===== src/rtl/shared_mem_arbiter_if.sv =====
// ----------------------------------------------------------------------------
// shared_mem_arbiter_if
//   Bundles the three buses around shared_mem_arbiter:
//     fetch side (if_*)  : read-only requester, req/addr in, gnt/rvalid/rdata out
//     load/store (ls_*)  : read/write requester, req/we/addr/wdata in,
//                          gnt/rvalid/rdata out
//     memory (mem_*)     : single-port synchronous RAM command and read data
//     busy               : arbiter has an access in flight
//   Modports:
//     slave  - the arbiter: requester and memory-read inputs, everything else out
//     master - the surrounding fabric: the reverse view
// ----------------------------------------------------------------------------
interface shared_mem_arbiter_if #(
    parameter int AW = 10,
    parameter int DW = 32
);
    // Fetch requester
    logic          if_req;
    logic [AW-1:0] if_addr;
    logic          if_gnt;
    logic          if_rvalid;
    logic [DW-1:0] if_rdata;

    // Load/store requester
    logic          ls_req;
    logic          ls_we;
    logic [AW-1:0] ls_addr;
    logic [DW-1:0] ls_wdata;
    logic          ls_gnt;
    logic          ls_rvalid;
    logic [DW-1:0] ls_rdata;

    // Unified RAM
    logic          mem_en;
    logic          mem_we;
    logic [AW-1:0] mem_addr;
    logic [DW-1:0] mem_wdata;
    logic [DW-1:0] mem_rdata;

    // Status
    logic          busy;

    modport slave (
        input  if_req, if_addr,
        input  ls_req, ls_we, ls_addr, ls_wdata,
        input  mem_rdata,
        output if_gnt, if_rvalid, if_rdata,
        output ls_gnt, ls_rvalid, ls_rdata,
        output mem_en, mem_we, mem_addr, mem_wdata,
        output busy
    );

    modport master (
        output if_req, if_addr,
        output ls_req, ls_we, ls_addr, ls_wdata,
        output mem_rdata,
        input  if_gnt, if_rvalid, if_rdata,
        input  ls_gnt, ls_rvalid, ls_rdata,
        input  mem_en, mem_we, mem_addr, mem_wdata,
        input  busy
    );
endinterface


===== src/rtl/shared_mem_arbiter.sv =====
// ----------------------------------------------------------------------------
// shared_mem_arbiter
//   Shares one single-port synchronous RAM between the fetch requester (IF)
//   and the load/store requester (LS). One access is in flight at a time;
//   when both requesters ask together the one not granted last wins.
//   Every output is a flop, including the read-data return path.
//
//   Access timeline (ISSUE in cycle t):
//     t                : mem_en, mem_we/addr/wdata and the winner's gnt
//     t+1 .. t+MEM_LAT : WAIT, mem_rdata captured at the end of t+MEM_LAT
//     t+MEM_LAT+1      : RESP, winner's rvalid; next grant may be decided here
//
//   Ports:
//     clk    in  rising-edge clock
//     Reset  in  synchronous, active-high reset
//     bus    slave modport of shared_mem_arbiter_if (if_*, ls_*, mem_*, busy)
//   Parameters:
//     AW      word-address width
//     DW      data width
//     MEM_LAT RAM read latency in cycles, 1..4
// ----------------------------------------------------------------------------
module shared_mem_arbiter #(
    parameter int AW      = 10,
    parameter int DW      = 32,
    parameter int MEM_LAT = 1
) (
    input  logic                 clk,
    input  logic                 Reset,
    shared_mem_arbiter_if.slave  bus
);
    typedef enum logic [1:0] {
        S_IDLE,
        S_ISSUE,
        S_WAIT,
        S_RESP
    } state_e;

    // WAIT lasts MEM_LAT cycles; the counter runs MEM_LAT-1 down to 0.
    localparam logic [2:0] LAT_LAST = 3'(MEM_LAT - 1);

    state_e        state_q,     state_d;
    logic [2:0]    cnt_q,       cnt_d;
    logic          prio_ls_q,   prio_ls_d;   // 1: LS wins a tie
    logic          sel_ls_q,    sel_ls_d;    // requester owning the access
    logic          store_q,     store_d;     // access in flight is a store

    logic          if_gnt_q,    if_gnt_d;
    logic          if_rvalid_q, if_rvalid_d;
    logic [DW-1:0] if_rdata_q,  if_rdata_d;
    logic          ls_gnt_q,    ls_gnt_d;
    logic          ls_rvalid_q, ls_rvalid_d;
    logic [DW-1:0] ls_rdata_q,  ls_rdata_d;
    logic          mem_en_q,    mem_en_d;
    logic          mem_we_q,    mem_we_d;
    logic [AW-1:0] mem_addr_q,  mem_addr_d;
    logic [DW-1:0] mem_wdata_q, mem_wdata_d;
    logic          busy_q,      busy_d;

    logic          any_req;
    logic          pick_ls;

    // A lone requester always wins; on a tie the round-robin pointer decides.
    assign any_req = bus.if_req | bus.ls_req;
    assign pick_ls = bus.ls_req & (~bus.if_req | prio_ls_q);

    always_comb begin
        // NOTE: every _d is given its hold/idle value first, so no branch can leave one unassigned and infer a latch.
        state_d     = state_q;
        cnt_d       = cnt_q;
        prio_ls_d   = prio_ls_q;
        sel_ls_d    = sel_ls_q;
        store_d     = store_q;
        if_gnt_d    = 1'b0;
        if_rvalid_d = 1'b0;
        if_rdata_d  = if_rdata_q;
        ls_gnt_d    = 1'b0;
        ls_rvalid_d = 1'b0;
        ls_rdata_d  = ls_rdata_q;
        mem_en_d    = 1'b0;
        mem_we_d    = 1'b0;
        mem_addr_d  = mem_addr_q;
        mem_wdata_d = mem_wdata_q;

        case (state_q)
            // Arbitration happens only here; requests seen in ISSUE/WAIT
            // are ignored so a held request cannot be granted twice.
            S_IDLE, S_RESP: begin
                if (any_req) begin
                    state_d   = S_ISSUE;
                    sel_ls_d  = pick_ls;
                    prio_ls_d = ~pick_ls;
                    mem_en_d  = 1'b1;
                    if (pick_ls) begin
                        ls_gnt_d    = 1'b1;
                        store_d     = bus.ls_we;
                        mem_we_d    = bus.ls_we;
                        mem_addr_d  = bus.ls_addr;
                        mem_wdata_d = bus.ls_wdata;
                    end else begin
                        if_gnt_d    = 1'b1;
                        store_d     = 1'b0;
                        mem_addr_d  = bus.if_addr;
                    end
                end else begin
                    state_d = S_IDLE;
                end
            end

            S_ISSUE: begin
                state_d = S_WAIT;
                cnt_d   = LAT_LAST;
            end

            S_WAIT: begin
                if (cnt_q == 3'd0) begin
                    state_d = S_RESP;
                    if (sel_ls_q) begin
                        ls_rvalid_d = 1'b1;
                        // A store is only acknowledged; load data stays put.
                        if (!store_q) begin
                            ls_rdata_d = bus.mem_rdata;
                        end
                    end else begin
                        if_rvalid_d = 1'b1;
                        if_rdata_d  = bus.mem_rdata;
                    end
                end else begin
                    cnt_d = cnt_q - 3'd1;
                end
            end

            default: state_d = S_IDLE;
        endcase

        busy_d = (state_d != S_IDLE);
    end

    always_ff @(posedge clk) begin
        // NOTE: non-blocking assignments make every flop sample pre-edge values, independent of statement order.
        if (Reset) begin
            state_q     <= S_IDLE;
            cnt_q       <= '0;
            prio_ls_q   <= 1'b1;
            sel_ls_q    <= 1'b0;
            store_q     <= 1'b0;
            if_gnt_q    <= 1'b0;
            if_rvalid_q <= 1'b0;
            if_rdata_q  <= '0;
            ls_gnt_q    <= 1'b0;
            ls_rvalid_q <= 1'b0;
            ls_rdata_q  <= '0;
            mem_en_q    <= 1'b0;
            mem_we_q    <= 1'b0;
            mem_addr_q  <= '0;
            mem_wdata_q <= '0;
            busy_q      <= 1'b0;
        end else begin
            state_q     <= state_d;
            cnt_q       <= cnt_d;
            prio_ls_q   <= prio_ls_d;
            sel_ls_q    <= sel_ls_d;
            store_q     <= store_d;
            if_gnt_q    <= if_gnt_d;
            if_rvalid_q <= if_rvalid_d;
            if_rdata_q  <= if_rdata_d;
            ls_gnt_q    <= ls_gnt_d;
            ls_rvalid_q <= ls_rvalid_d;
            ls_rdata_q  <= ls_rdata_d;
            mem_en_q    <= mem_en_d;
            mem_we_q    <= mem_we_d;
            mem_addr_q  <= mem_addr_d;
            mem_wdata_q <= mem_wdata_d;
            busy_q      <= busy_d;
        end
    end

    assign bus.if_gnt    = if_gnt_q;
    assign bus.if_rvalid = if_rvalid_q;
    assign bus.if_rdata  = if_rdata_q;
    assign bus.ls_gnt    = ls_gnt_q;
    assign bus.ls_rvalid = ls_rvalid_q;
    assign bus.ls_rdata  = ls_rdata_q;
    assign bus.mem_en    = mem_en_q;
    assign bus.mem_we    = mem_we_q;
    assign bus.mem_addr  = mem_addr_q;
    assign bus.mem_wdata = mem_wdata_q;
    assign bus.busy      = busy_q;

endmodule


===== src/flat_wrapper.sv =====
// flat-port wrapper written by rule: the top's interface ports become plain ports
module shared_mem_arbiter_flat 
#(
    parameter int AW      = 10,
    parameter int DW      = 32,
    parameter int MEM_LAT = 1
)
  (clk, Reset, bus_if_req, bus_if_addr, bus_ls_req, bus_ls_we, bus_ls_addr, bus_ls_wdata, bus_mem_rdata, bus_if_gnt, bus_if_rvalid, bus_if_rdata, bus_ls_gnt, bus_ls_rvalid, bus_ls_rdata, bus_mem_en, bus_mem_we, bus_mem_addr, bus_mem_wdata, bus_busy);
  shared_mem_arbiter_if #(.AW(AW), .DW(DW)) bus_i ();
  input  logic clk;
  input  logic Reset;
  input wire logic [$bits(bus_i.if_req)-1:0] bus_if_req;
  input wire logic [$bits(bus_i.if_addr)-1:0] bus_if_addr;
  input wire logic [$bits(bus_i.ls_req)-1:0] bus_ls_req;
  input wire logic [$bits(bus_i.ls_we)-1:0] bus_ls_we;
  input wire logic [$bits(bus_i.ls_addr)-1:0] bus_ls_addr;
  input wire logic [$bits(bus_i.ls_wdata)-1:0] bus_ls_wdata;
  input wire logic [$bits(bus_i.mem_rdata)-1:0] bus_mem_rdata;
  output wire logic [$bits(bus_i.if_gnt)-1:0] bus_if_gnt;
  output wire logic [$bits(bus_i.if_rvalid)-1:0] bus_if_rvalid;
  output wire logic [$bits(bus_i.if_rdata)-1:0] bus_if_rdata;
  output wire logic [$bits(bus_i.ls_gnt)-1:0] bus_ls_gnt;
  output wire logic [$bits(bus_i.ls_rvalid)-1:0] bus_ls_rvalid;
  output wire logic [$bits(bus_i.ls_rdata)-1:0] bus_ls_rdata;
  output wire logic [$bits(bus_i.mem_en)-1:0] bus_mem_en;
  output wire logic [$bits(bus_i.mem_we)-1:0] bus_mem_we;
  output wire logic [$bits(bus_i.mem_addr)-1:0] bus_mem_addr;
  output wire logic [$bits(bus_i.mem_wdata)-1:0] bus_mem_wdata;
  output wire logic [$bits(bus_i.busy)-1:0] bus_busy;
  assign bus_i.if_req = bus_if_req;
  assign bus_i.if_addr = bus_if_addr;
  assign bus_i.ls_req = bus_ls_req;
  assign bus_i.ls_we = bus_ls_we;
  assign bus_i.ls_addr = bus_ls_addr;
  assign bus_i.ls_wdata = bus_ls_wdata;
  assign bus_i.mem_rdata = bus_mem_rdata;
  assign bus_if_gnt = bus_i.if_gnt;
  assign bus_if_rvalid = bus_i.if_rvalid;
  assign bus_if_rdata = bus_i.if_rdata;
  assign bus_ls_gnt = bus_i.ls_gnt;
  assign bus_ls_rvalid = bus_i.ls_rvalid;
  assign bus_ls_rdata = bus_i.ls_rdata;
  assign bus_mem_en = bus_i.mem_en;
  assign bus_mem_we = bus_i.mem_we;
  assign bus_mem_addr = bus_i.mem_addr;
  assign bus_mem_wdata = bus_i.mem_wdata;
  assign bus_busy = bus_i.busy;
  shared_mem_arbiter #(.AW(AW), .DW(DW), .MEM_LAT(MEM_LAT)) u_core (.clk(clk), .Reset(Reset), .bus(bus_i));
endmodule

===== config.mk =====
export PLATFORM = sky130hd
export DESIGN_NAME = shared_mem_arbiter_flat
export DESIGN_NICKNAME = d
export VERILOG_FILES = /design/src/rtl/shared_mem_arbiter_if.sv /design/src/rtl/shared_mem_arbiter.sv /design/src/flat_wrapper.sv
export SDC_FILE = /design/constraint.sdc
export NUM_CORES = 1
export LEC_CHECK = 0
export CORE_MARGIN = 2
export CORE_UTILIZATION = 47
export CTS_BUF_LIST = sky130_fd_sc_hd__clkbuf_4
export DETAILED_ROUTE_END_ITERATION = 8
export MAX_ROUTING_LAYER = met4
export PLACE_DENSITY_LB_ADDON = 0.2
export SYNTH_ARGS = -nofsm -noshare
export SYNTH_HDL_FRONTEND = slang
export SYNTH_SLANG_ARGS = --single-unit

===== constraint.sdc =====
create_clock -name clk -period 3.7 [get_ports clk]
set_input_delay 0.74 -clock clk [delete_from_list [all_inputs] [get_ports clk]]
set_output_delay 0.74 -clock clk [all_outputs]
set_load 0.005 [all_outputs]

==> results of run 1 <==
[worst max-delay path: stages]
cell	delay, ns
clkdlybuf4s50_1	0.86
o21a_1	0.66
nor2_1	0.09
a311oi_1	0.29
[path summary, 6_finish.rpt]
path	cells past startpoint	from	end	slack [ns]
worst max register to register	5	u_core.state_q[0]	u_core.bus.mem_addr[5]	1.81
worst max-delay path	4	bus_ls_req	u_core.bus.mem_addr[5]	1.43
worst min-delay path	2	u_core.bus.ls_rdata[12]	u_core.bus.ls_rdata[12]	0.46
worst min register to register	2	u_core.bus.ls_rdata[12]	u_core.bus.ls_rdata[12]	0.46
[metrics by stage]
stage	utilization	power, mW
after floorplan	-	2.38
after global placement	0.689	3.05
after detailed placement	0.689	3.09
after CTS	0.709	3.80
after global routing	0.709	3.98
final	0.709	3.75
[where the power goes]
part	total, mW	internal, mW	switching [mW]
Clock	0.700	0.270	0.430
Combinational	1.32	0.757	0.560
Sequential	1.74	1.58	0.154
Total	3.75	2.61	1.14
[cells in the mapped netlist]
cell type	number
and2_1	1
o21ai_1	1
nand2b_1	66
and2b_1	1
and3_4	1
and3b_1	1
nand2_1	131
a32oi_1	1
a211oi_1	1
and4b_1	1
nand3_1	10
nor2b_1	1
nand4b_1	1
mux2i_1	32
buf_4	3
nand2b_4	1
o21bai_1	1
nor2_1	17
buf_6	4
nand3b_1	1
a311oi_1	10
clkbuf_1	18
clkbuf_2	2
ha_1	4
and4_1	1
o21a_1	1
nand4_1	1
nor4_1	1
buf_2	16
a21oi_1	69
dfxtp_1	121
o211ai_1	1
inv_1	6
o21ai_0	14
[per-layer routing]
metal,up-vias,global-route usage
li1,2141,-
met1,1980,0.271
met2,176,0.357
met3,18,0.0877
met4,0,0.0763
met5,-,-
[state kept, by name, summed over array words and instances, names as in the netlist]
signal,count
u_core.bus.mem_addr,10
u_core.prio_ls_q,1
u_core.store_q,1
u_core.bus.mem_en,1
u_core.bus.busy,1
u_core.bus.ls_rvalid,1
u_core.bus.mem_wdata,32
u_core.bus.if_gnt,1
u_core.bus.if_rvalid,1
u_core.bus.mem_we,1
u_core.sel_ls_q,1
u_core.cnt_q,3
u_core.bus.if_rdata,32
u_core.state_q,2
u_core.bus.ls_gnt,1
u_core.bus.ls_rdata,32
[area by class of cell]
class                           count  area, sq um
Clock buffer                       21          158
Sequential cell                   121         2420
Tap cell                          133          166
Timing Repair Buffer              207         2050
Multi-Input combinational cell    371         2040
Inverter                            6         22.5
Fill cell                         765         2840
Clock inverter                      8         33.8
[cells by family (layout without fill, tap and decap cells)]
kind of cell,Yosys count,in the layout,share of synthesized area
DFF,121,121,0.515
muxes,32,32,0.0680
buffers and inverters,49,242,0.0526
adders and majority gates,4,4,0.0106
and+or+nand+nor,236,236,0.238
AOI/OAI and AO/OA,99,99,0.116
==> key figures, run 1 <==
Floorplan
  • Row count: 36
  • Initial Utilization: 0.484
  • Core box area: 9730 sq um
  • Die W: 104 um
  • Die area: 10,800 sq um
  • Top Ports: 202
  • Chip Height: 104 um

Yosys
  • Synth Warn #: 0
  • Leading area contributor after synthesis: dfxtp_1
  • Average size of a mapped cell: 8.70 sq um
  • Synth cell types: 34
  • Synth Net Count: 634
  • Synth Instances: 541
  • Area fraction of the dominant cell type after synthesis: 0.515
  • Largest cells by area after synthesis: dfxtp_1, nand2_1, nand2b_1, a21oi_1, mux2i_1
  • Seq/Total Area, Yosys: 0.515
  • Seq cells post-synth: 121
  • Synthesized area: 4710 sq um

Final layout
  • Finished Layout Cells: 867
  • Share of layout cells above drive strength 1: 0.0450
  • Most frequent cells in the layout: clkdlybuf4s50_1, nand2_1, dfxtp_1
  • Area delta synth->final: 46.5%
  • Commonest non-fill, non-tap cell in the layout: clkdlybuf4s50_1
  • # diodes: 0
  • Fin nets: 817
  • Final Instance Area: 6890 sq um

Placed design
  • Inst Count DP: 838
  • Post-DP HPWL: 8.40 mm
  • Placed cell area: 6700 sq um
  • Routability congestion estimate: 0.810
  • Port Buffer Count: 201
  • Setup slack at placement: 0.959 ns

Detailed routing
  • Post-DR wirelength/cell: 13.8 um
  • Post-DRT Antenna Nets: 0
  • Met3 wire len: 1.05 mm
  • DR vias/cell: 4.98
  • DR DRC count: 0
  • Met2 Routed Length: 5.69 mm
  • WL final: 12.0 mm
  • Drt pass-1 iters: 5
  • DRT met1 WL: 5.04 mm
  • Via Count: 4,315
  • Starting DRT DRC Count: 172
  • Top sig layer: met4

Clocking
  • CTS tree: built
  • Cts hold-fix bufs: 0
  • Clock transition at path regs: 0.09 ns
  • Clock Sink Count: 121
  • Clk_lat worst skew: 0.49 ns
  • # H-tree levels: 4
  • Longest Clk Path Bufs: 2
  • Post_cts resized: 0
  • CTS Buf Count: 17
  • Post-CTS Setup Bufs: 0
  • Root Buffer: clkbuf_4

Timing
  • Worst slew margin: 0.427
  • Final worst setup slack: 1.43 ns
  • Setup violations, final: 0
  • Slew Viols, Final: 0
  • Fmax: 0.440 GHz
  • Final clock skew: 0.0135 ns
  • Measured slew at the worst slew-check pin: 0.860 ns
  • Fin crit share: 0.614
  • Setup TNS: 0 ns
  • Hold Slack: 0.458 ns
  • Period minus WS final: 2.27 ns
  • Final hold vios: 0
  • Unrepaired setup endpoints after global routing: false

Power and ir drop
  • Lkg Pwr: 2.46 nW
  • Power Dens Cells: 545 nW/um^2
  • Max VDD drop: 0.290 mV

GRT
  • GRT overflow: 0
  • Largest net degree at the start of global routing: 108
  • Total track usage: 0.228
  • Antenna violations before repair: 0
  • First-pass GRT wire length: 19.5 mm
  • Vias in the first global route: 4,182

Critical path
  • Setup crit start kind: input port
  • CP Class: in -> reg
  • Setup crit end kind: register
  • Crit path max fanout: 21
  • Critical path data arrival time: 2.65 ns
  • CP required: 4.08 ns

Worst hold path
  • Class of the worst hold path: reg -> reg

Run
  • Max cap viols: 0

Status
  • Status: complete, no violations
Power figures use the tool's default switching activity.
==> run 2: changes to the inputs <==
Settings changed: CORE_UTILIZATION 47 to 44.
Clock period 3.7 ns to 2.22 ns, I/O delays scaled along.
==> run 2 against run 1 <==
  * Critical path depth down 3
  * Die area up 6.6%
  * Setup slack worse by 1.0 ns
  * Total power up 72%
  * Routed wire length up 1.7%
  * Combinational power up 72%
  * Sequential share of layout area down 0.41 points
  * Global-route usage down 0.68 points
  * First-iteration DRC count up 2.3%
==> key figures, run 2 (synthesis results as in run 1) <==
Detailed routing
  • Post-DRT Antenna Nets: 0
  • WL final: 12.2 mm
  • Via Count: 4,293
  • Starting DRT DRC Count: 176
  • DR DRC count: 0
  • Post-DR wirelength/cell: 13.9 um
  • Drt pass-1 iters: 4
  • DR vias/cell: 4.91

Floorplan
  • Die area: 11,500 sq um
  • Initial Utilization: 0.454
  • Chip Height: 107 um
  • Die W: 107 um
  • Core box area: 10,400 sq um
  • Top Ports: 202
  • Row count: 37

Placed design
  • Routability congestion estimate: 0.749
  • Port Buffer Count: 201
  • Post-DP HPWL: 8.43 mm

GRT
  • Routing usage on met2: 0.350
  • GRT overflow: 0
  • Vias in the first global route: 4,149
  • First-pass GRT wire length: 19.5 mm
  • Largest net degree at the start of global routing: 100
  • Grt met1 use: 0.272
  • Antenna violations before repair: 0
  • Total track usage: 0.221
  • Layer with the highest usage: met2
  • Met3 GRT Util: 0.0672

Worst hold path
  • Worst Hold End: u_core.bus.if_rdata[17]
  • WHS Path Cells: 2
  • Class of the worst hold path: reg -> reg
  • HP Start: u_core.bus.if_rdata[17]

Power and ir drop
  • Max VDD drop: 0.765 mV
  • Lkg Pwr: 2.48 nW
  • Power Dens Cells: 927 nW/um^2

Final layout
  • Commonest non-fill, non-tap cell in the layout: clkdlybuf4s50_1
  • # diodes: 0
  • Area delta synth->final: 48.2%
  • Most frequent cells in the layout: clkdlybuf4s50_1, nand2_1, dfxtp_1
  • Filler cells: 856
  • Share of layout cells above drive strength 1: 0.0501
  • Fin nets: 820

Critical path
  • Worst r2r src: u_core.cnt_q[0]
  • Critical-path top delay cell: clkdlybuf4s50_1
  • Max incr delay on CP: 0.51 ns
  • Worst R2R Setup Slack: 0.53 ns
  • Family with the most delay on the worst path: buffers and inverters
  • WP depth: 1
  • Reg2reg end: u_core.bus.ls_rdata[18]
  • Critical path, cell by cell: clkdlybuf4s50_1
  • Crit path max fanout: 2
  • CP Class: reg -> out
  • Setup crit end kind: output port
  • Worst path bufs/invs: 1
  • Critical path data arrival time: 1.38 ns
  • CP required: 1.78 ns
  • Worst Reg-to-Reg Cells: 7
  • Setup crit start kind: register

Timing
  • Unrepaired setup endpoints after global routing: false
  • Setup violations, final: 0
  • Fmax: 0.549 GHz
  • Slew Viols, Final: 0
  • Final hold vios: 0
  • Period minus WS final: 1.82 ns
  • Final clock skew: 0.0223 ns
  • Worst slew margin: 0.492
  • Measured slew at the worst slew-check pin: 0.762 ns
  • Hold Slack: 0.460 ns
  • Setup TNS: 0 ns
  • Fin crit share: 0.820

Clocking
  • Post-CTS Setup Bufs: 0
  • CTS Buf Count: 17
  • Clk_lat worst skew: 0.49 ns
  • Cts hold-fix bufs: 0
  • CTS tree: built
  • Root Buffer: clkbuf_4
  • Post_cts resized: 0
  • Clock Sink Count: 121
  • # H-tree levels: 4
  • Clock transition at path regs: 0.11 ns
  • Longest Clk Path Bufs: 2

Run
  • Max cap viols: 0

Status
  • Status: complete, no violations
## run 2: changes by cell type in the layout (fill, tap and decap cells not counted)
cell	previous run	this run
buf_4	7	8
buf_12	0	2
bufinv_16	0	1
clkbuf_4	21	18
clkinvlp_4	0	3
## run 2: worst max path at each step
| stage | slack, ns | start | end |
|---|---|---|---|
| 5_1_grt | 0.29 | u_core.bus.mem_wdata[29] | bus_mem_wdata[29] |
| 3_3_place_gp | 0.36 | bus_ls_req | u_core.bus.mem_wdata[6] |
| 4_1_cts | 0.35 | u_core.bus.if_rdata[30] | bus_if_rdata[30] |
| 2_1_floorplan | 0.74 | u_core.cnt_q[0] | u_core.bus.ls_rdata[10] |
| 6_report | 0.40 | u_core.bus.ls_rdata[8] | bus_ls_rdata[8] |
| 3_5_place_dp | 0.23 | bus_ls_req | u_core.bus.mem_addr[0] |
## run 2: cell type report
| class | instances | area, sq um | area share |
|---|---|---|---|
| timing repair buffer | 210 | 2100 | 0.301 |
| sequential | 121 | 2420 | 0.347 |
| clock buffer | 18 | 135 | 0.0194 |
| multi-input combinational | 371 | 2040 | 0.292 |
| clock inverter | 12 | 86.3 | 0.0124 |
| inverter | 6 | 22.5 | 0.00323 |
| tap | 136 | 170 | 0.0244 |
## run 2: through the flow
stage                     cell area [sq um]   util  total power, mW  std cells  setup WS (ns)
after floorplan                        4710      -             3.97        541          0.743
after global placement                 6750  0.651             5.16        844          0.356
final                                  6980  0.673             6.47        874          0.399
after global routing                   6980  0.673             6.88        874          0.291
after CTS                              6980  0.673             6.53        874          0.355
after detailed placement               6750  0.651             5.23        844          0.230
## run 2: report_power, final
group          total (mW)  leakage, nW  internal, mW  switching [mW]
clock                1.30        0.117         0.530           0.766
sequential           2.90        0.986          2.64           0.265
combinational        2.27         1.38          1.31           0.956
## run 2: layer usage
metal,vias to the layer above,wire [um],part of all wire
li1,2151,-,-
met1,1942,5410,0.44
met2,185,5620,0.46
met3,15,975,0.080
met4,0,182,0.015
met5,-,0,0
